File: config.mk
export PLATFORM = sky130hd
export DESIGN_NAME = digit_entry
export DESIGN_NICKNAME = d
export VERILOG_FILES = /design/src/rtl/digit_entry.sv
export SDC_FILE = /design/constraint.sdc
export NUM_CORES = 1
export LEC_CHECK = 0
export BUFFER_PORTS_ARGS = -buffer_cell sky130_fd_sc_hd__buf_2
export CORE_MARGIN = 2
export CORE_UTILIZATION = 35
export DETAILED_ROUTE_END_ITERATION = 8
export GPL_ROUTABILITY_DRIVEN = 0
export HOLD_SLACK_MARGIN = 0.06
export PLACE_DENSITY_LB_ADDON = 0.05
export SKIP_CTS_REPAIR_TIMING = 1
export SLEW_MARGIN = 20
export SYNTH_ARGS = -nofsm -noshare
export SYNTH_HDL_FRONTEND = slang
export SYNTH_SLANG_ARGS = --single-unit
File: constraint.sdc
create_clock -name clk -period 1.95 [get_ports clk]
set_input_delay 0.0975 -clock clk [delete_from_list [all_inputs] [get_ports clk]]
set_output_delay 0.0975 -clock clk [all_outputs]
set_load 0.005 [all_outputs]
File: src/rtl/digit_entry.sv
// Input conditioning for the combination lock: synchronizes and debounces the
// digit key, validates the switch value as 0-9, and counts accepted digits.
module digit_entry #(
   parameter int DEBOUNCE_CYCLES = 50000,
   parameter int CNT_W           = 16,
   parameter int NUM_DIGITS      = 6
) (
   input  logic       clk,
   input  logic       rst_n,
   input  logic       btn_n,
   input  logic [9:0] sw,
   input  logic       clear,
   output logic       digit_valid,
   output logic [3:0] digit,
   output logic       digit_err,
   output logic [2:0] entry_count,
   output logic       entry_done,
   output logic       busy
);

   typedef enum logic [2:0] {
      IDLE      = 3'd0,
      DEB_PRESS = 3'd1,
      CAPTURE   = 3'd2,
      WAIT_REL  = 3'd3,
      DEB_REL   = 3'd4,
      DONE      = 3'd5
   } state_t;

   localparam logic [CNT_W-1:0] CNT_LAST = CNT_W'(DEBOUNCE_CYCLES - 1);
   // Arming must outlast the two cycles of "released" the synchronizer shows after reset.
   localparam logic [CNT_W-1:0] ARM_LAST = CNT_W'((DEBOUNCE_CYCLES < 3) ? 2 : DEBOUNCE_CYCLES - 1);
   localparam logic [2:0]       NUM_D    = 3'(NUM_DIGITS);

   logic             btn_meta_q, btn_sync_q;
   logic [9:0]       sw_meta_q, sw_sync_q;
   state_t           state_q, state_d;
   logic [CNT_W-1:0] cnt_q, cnt_d;
   logic             armed_q, armed_d;
   logic [3:0]       digit_q, digit_d;
   logic [2:0]       count_q, count_d;
   logic             dv_q, dv_d;
   logic             de_q, de_d;
   logic             done_q;
   logic             busy_q;

   // Two-flop synchronizers for the asynchronous button and switches.
   always_ff @(posedge clk or posedge rst_n) begin
      if (rst_n) begin
         btn_meta_q <= 1'b1;
         btn_sync_q <= 1'b1;
         sw_meta_q  <= 10'd0;
         sw_sync_q  <= 10'd0;
      end else begin
         btn_meta_q <= btn_n;
         btn_sync_q <= btn_meta_q;
         sw_meta_q  <= sw;
         sw_sync_q  <= sw_meta_q;
      end
   end

   // State, counters and registered outputs.
   always_ff @(posedge clk or posedge rst_n) begin
      if (rst_n) begin
         state_q <= IDLE;
         cnt_q   <= '0;
         armed_q <= 1'b0;
         digit_q <= 4'd0;
         count_q <= 3'd0;
         dv_q    <= 1'b0;
         de_q    <= 1'b0;
         done_q  <= 1'b0;
         busy_q  <= 1'b0;
      end else begin
         state_q <= state_d;
         cnt_q   <= cnt_d;
         armed_q <= armed_d;
         digit_q <= digit_d;
         count_q <= count_d;
         dv_q    <= dv_d;
         de_q    <= de_d;
         done_q  <= (count_q == NUM_D);
         busy_q  <= (state_d != IDLE) && (state_d != DONE);
      end
   end

   // Next-state logic; clear overrides every transition.
   always_comb begin
      state_d = state_q;
      cnt_d   = cnt_q;
      armed_d = armed_q;
      digit_d = digit_q;
      count_d = count_q;
      dv_d    = 1'b0;
      de_d    = 1'b0;
      if (clear) begin
         count_d = 3'd0;
         cnt_d   = '0;
         state_d = btn_sync_q ? IDLE : WAIT_REL;
      end else begin
         case (state_q)
            IDLE: begin
               // After reset a held key must be seen released before it can start a press.
               if (!armed_q) begin
                  if (!btn_sync_q) begin
                     cnt_d = '0;
                  end else if (cnt_q == ARM_LAST) begin
                     armed_d = 1'b1;
                     cnt_d   = '0;
                  end else begin
                     cnt_d = cnt_q + CNT_W'(1);
                  end
               end else if (!btn_sync_q) begin
                  state_d = DEB_PRESS;
                  cnt_d   = '0;
               end else begin
                  state_d = IDLE;
               end
            end
            DEB_PRESS: begin
               if (btn_sync_q) begin
                  state_d = IDLE;
               end else if (cnt_q == CNT_LAST) begin
                  state_d = CAPTURE;
                  cnt_d   = '0;
               end else begin
                  cnt_d = cnt_q + CNT_W'(1);
               end
            end
            CAPTURE: begin
               state_d = WAIT_REL;
               if (sw_sync_q <= 10'd9) begin
                  digit_d = sw_sync_q[3:0];
                  dv_d    = 1'b1;
                  if (count_q < NUM_D) begin
                     count_d = count_q + 3'd1;
                  end else begin
                     count_d = count_q;
                  end
               end else begin
                  de_d = 1'b1;
               end
            end
            WAIT_REL: begin
               if (btn_sync_q) begin
                  state_d = DEB_REL;
                  cnt_d   = '0;
               end else begin
                  state_d = WAIT_REL;
               end
            end
            DEB_REL: begin
               if (!btn_sync_q) begin
                  state_d = WAIT_REL;
               end else if (cnt_q == CNT_LAST) begin
                  state_d = (count_q == NUM_D) ? DONE : IDLE;
                  cnt_d   = '0;
               end else begin
                  cnt_d = cnt_q + CNT_W'(1);
               end
            end
            DONE: begin
               state_d = DONE;
            end
            default: begin
               state_d = IDLE;
               cnt_d   = '0;
            end
         endcase
      end
   end

   assign digit_valid = dv_q;
   assign digit_err   = de_q;
   assign digit       = digit_q;
   assign entry_count = count_q;
   assign entry_done  = done_q;
   assign busy        = busy_q;

endmodule

==> out/results.ini <==
[yosys]
synth_ff_type = dfrtp_1
yosysSeqAreaShare_pct = 55.2
synth_top_area_cell = dfrtp_1
synth.top_cell.area_share_pct = 53.0
netlist_instances = 209
synth_fp_nets = 226
synthTopCellsByArea = dfrtp_1, o21ai_0, a22o_1
syn_avg_cell_area_um2 = 11.5
synth_cell_types = 53
ys_seq_elements = 53
async_flop_share_pct = 100
syn_area_um2 = 2410
yosysWarnings = 0
synth_edf_count = 0

[floorplan]
core_area_um2 = 6720
die_y_um = 87.0
die-area_um2 = 7560
chipWidth_um = 87.0
row_count = 30
initial_core_util_pct = 35.8
ios = 25

[final_layout]
nets = 273
num-fill-cells = 642
layout_common_cells = dfrtp_1, buf_2, buf_4
multi_input_area_um2 = 1020
regArea_um2 = 1330
final_common_cell = dfrtp_1
drive_gt1_share_pct = 29.6
diodes = 0
design_area_um2 = 2930
final_util_pct = 43.6
area.growth.synth_to_final_pct = 21.7

[timing]
skew_ns = 0.0119
final_max_slew_viol_count = 0
hold_viol = 0
setup_viol = 0
min_period_ns = 1.90
worst_slew_pin_slew_ns = 0.653
relSlewSlack_pct = 56.5
period_share_pct = 97.2
timing.fmax_mhz = 528

[cts]
clkSinkCount = 53
cts_tree = built
cts.clk_slew.worst_paths_ns = 0.11
clockBufferDepth = 2
insertion_delay_ns = 0.31
cts-buffers-inserted = 5
clockRootBuffer = clkbuf_8
htreeDepth = 2

[global_routing]
grt_pass1_wl_mm = 8.29
grt_overflow = 0
grt_antenna_before_repair = 0
grt_max_degree = 54
grt_usage_pct = 13.9
first_global_vias = 1745

[critical_path]
slowest_delay_ns = 0.65
crit_cells = 5
critPathTopFamily = simple AND/OR/NAND/NOR gates
worst_ep_required_time_ns = 2.20
critPathLaunchType = flip-flop
path_buf_inv = 0
cp_cell_sequence = nor2b_1 -> o31ai_4 -> nand2b_4 -> or4_4 -> o211ai_2
cp_slowest_cell = dfstp_2
crit_arrival_ns = 2.14
crit_fanout = 12
reg2reg_depth = 5
critPathCaptureType = flip-flop
path_class = reg -> reg

[routing]
first_pass_iters = 4
routed-via-count = 1776
drc = 0
drtIter0Drc = 82
viasPerCell = 5.27
postRouteWirelength_mm = 4.91
avgRoutedWirePerCell_um = 14.6
ant_nets = 0

[placement]
port_buffers = 24
dpl.hpwl_mm = 3.21
place_area_um2 = 2640

[pwr]
ir_drop_mv = 0.415
total_power_mw = 2.26
p_per_area_nw_per_um2 = 773
leakage_nw = 1.35

[run_status]
status = complete, no violations

[worst_hold_path]
hold_depth = 2
hp-class = in -> reg

[run]
drv_cap = 0

-- power breakdown --
part / internal [mW] / total [mW] / switching [mW]
logic: 0.178 / 0.371 / 0.193
clock network: 0.269 / 0.667 / 0.398
registers: 1.16 / 1.23 / 0.0693
total: 1.60 / 2.26 / 0.660
-- state kept, by name, summed over array words and instances, names as in the netlist --
name / count
sw_sync_q: 10
state_q: 3
entry_count: 3
digit_valid: 1
digit_err: 1
btn_sync_q: 1
busy: 1
cnt_q: 16
btn_meta_q: 1
sw_meta_q: 10
entry_done: 1
digit: 4
armed_q: 1
-- per-stage QoR --
stage               worst slack [ns]  TNS [ns]  hold WS, ns  cells
finish                        0.0546         0        0.140    337
global route                 -0.0125   -0.0125        0.146    337
CTS                           0.0393         0       -0.146    322
detailed placement            0.0477         0        0.204    314
global placement              0.0952         0        0.205    314
floorplan                     0.0380         0        0.102    209
-- path summary, 6_finish.rpt --
check,start,endpoint,slack [ns]
worst max-delay path,btn_sync_q,cnt_q[5],0.05
worst min-delay path,clear,entry_count[1],0.14
worst max register to register,btn_sync_q,cnt_q[5],0.05
worst min register to register,sw_meta_q[0],sw_sync_q[0],0.36
max in group asynchronous,rst_n,state_q[0],0.99
min in group asynchronous,rst_n,sw_sync_q[1],0.49
-- synthesized netlist by cell type (2+ instances only) --
library cell / count
o31ai_1: 2
o21bai_1: 2
a21oi_1: 5
o21ai_0: 14
nor4bb_1: 3
buf_2: 5
and3_1: 3
a22o_1: 7
nand3_1: 6
ha_1: 3
nand2_1: 11
nor3_1: 6
nand2b_4: 2
nand4_1: 5
nor4_1: 4
mux2_4: 4
nand2b_1: 3
o2bb2ai_1: 3
dfrtp_1: 51
nor2_1: 13
dfstp_2: 2
buf_6: 4
a211oi_1: 4
or4_4: 2
nor3b_1: 2
nor2b_1: 5
inv_1: 9
mux2i_1: 3
xnor2_1: 2
-- routing by layer --
layer / wire (um) / track usage (%)
met1: 2300 / 18.5
met2: 2400 / 21.8
met3: 155 / 2.94
met4: 55 / 6.11
met5: 0 / 0
-- cell type report --
class | count | share of cell area, %
timing repair buffer | 51 | 12.0
multi-input combinational | 136 | 34.7
clock inverter | 3 | 0.982
clock buffer | 5 | 2.35
tap | 80 | 3.41
sequential | 53 | 45.4
inverter | 9 | 1.15
-- logic make-up (layout without fill, tap and decap cells) --
logic type	Yosys count	count (layout)	synth area share, %
and+or+nand+nor	78	78	20.3
DFF	53	53	55.2
AOI/OAI and AO/OA	46	46	13.7
buffers and inverters	20	68	4.78
muxes	7	7	3.74
adders and majority gates	3	3	1.56
xor gates and xnor gates	2	2	0.727
Power figures use the tool's default switching activity.
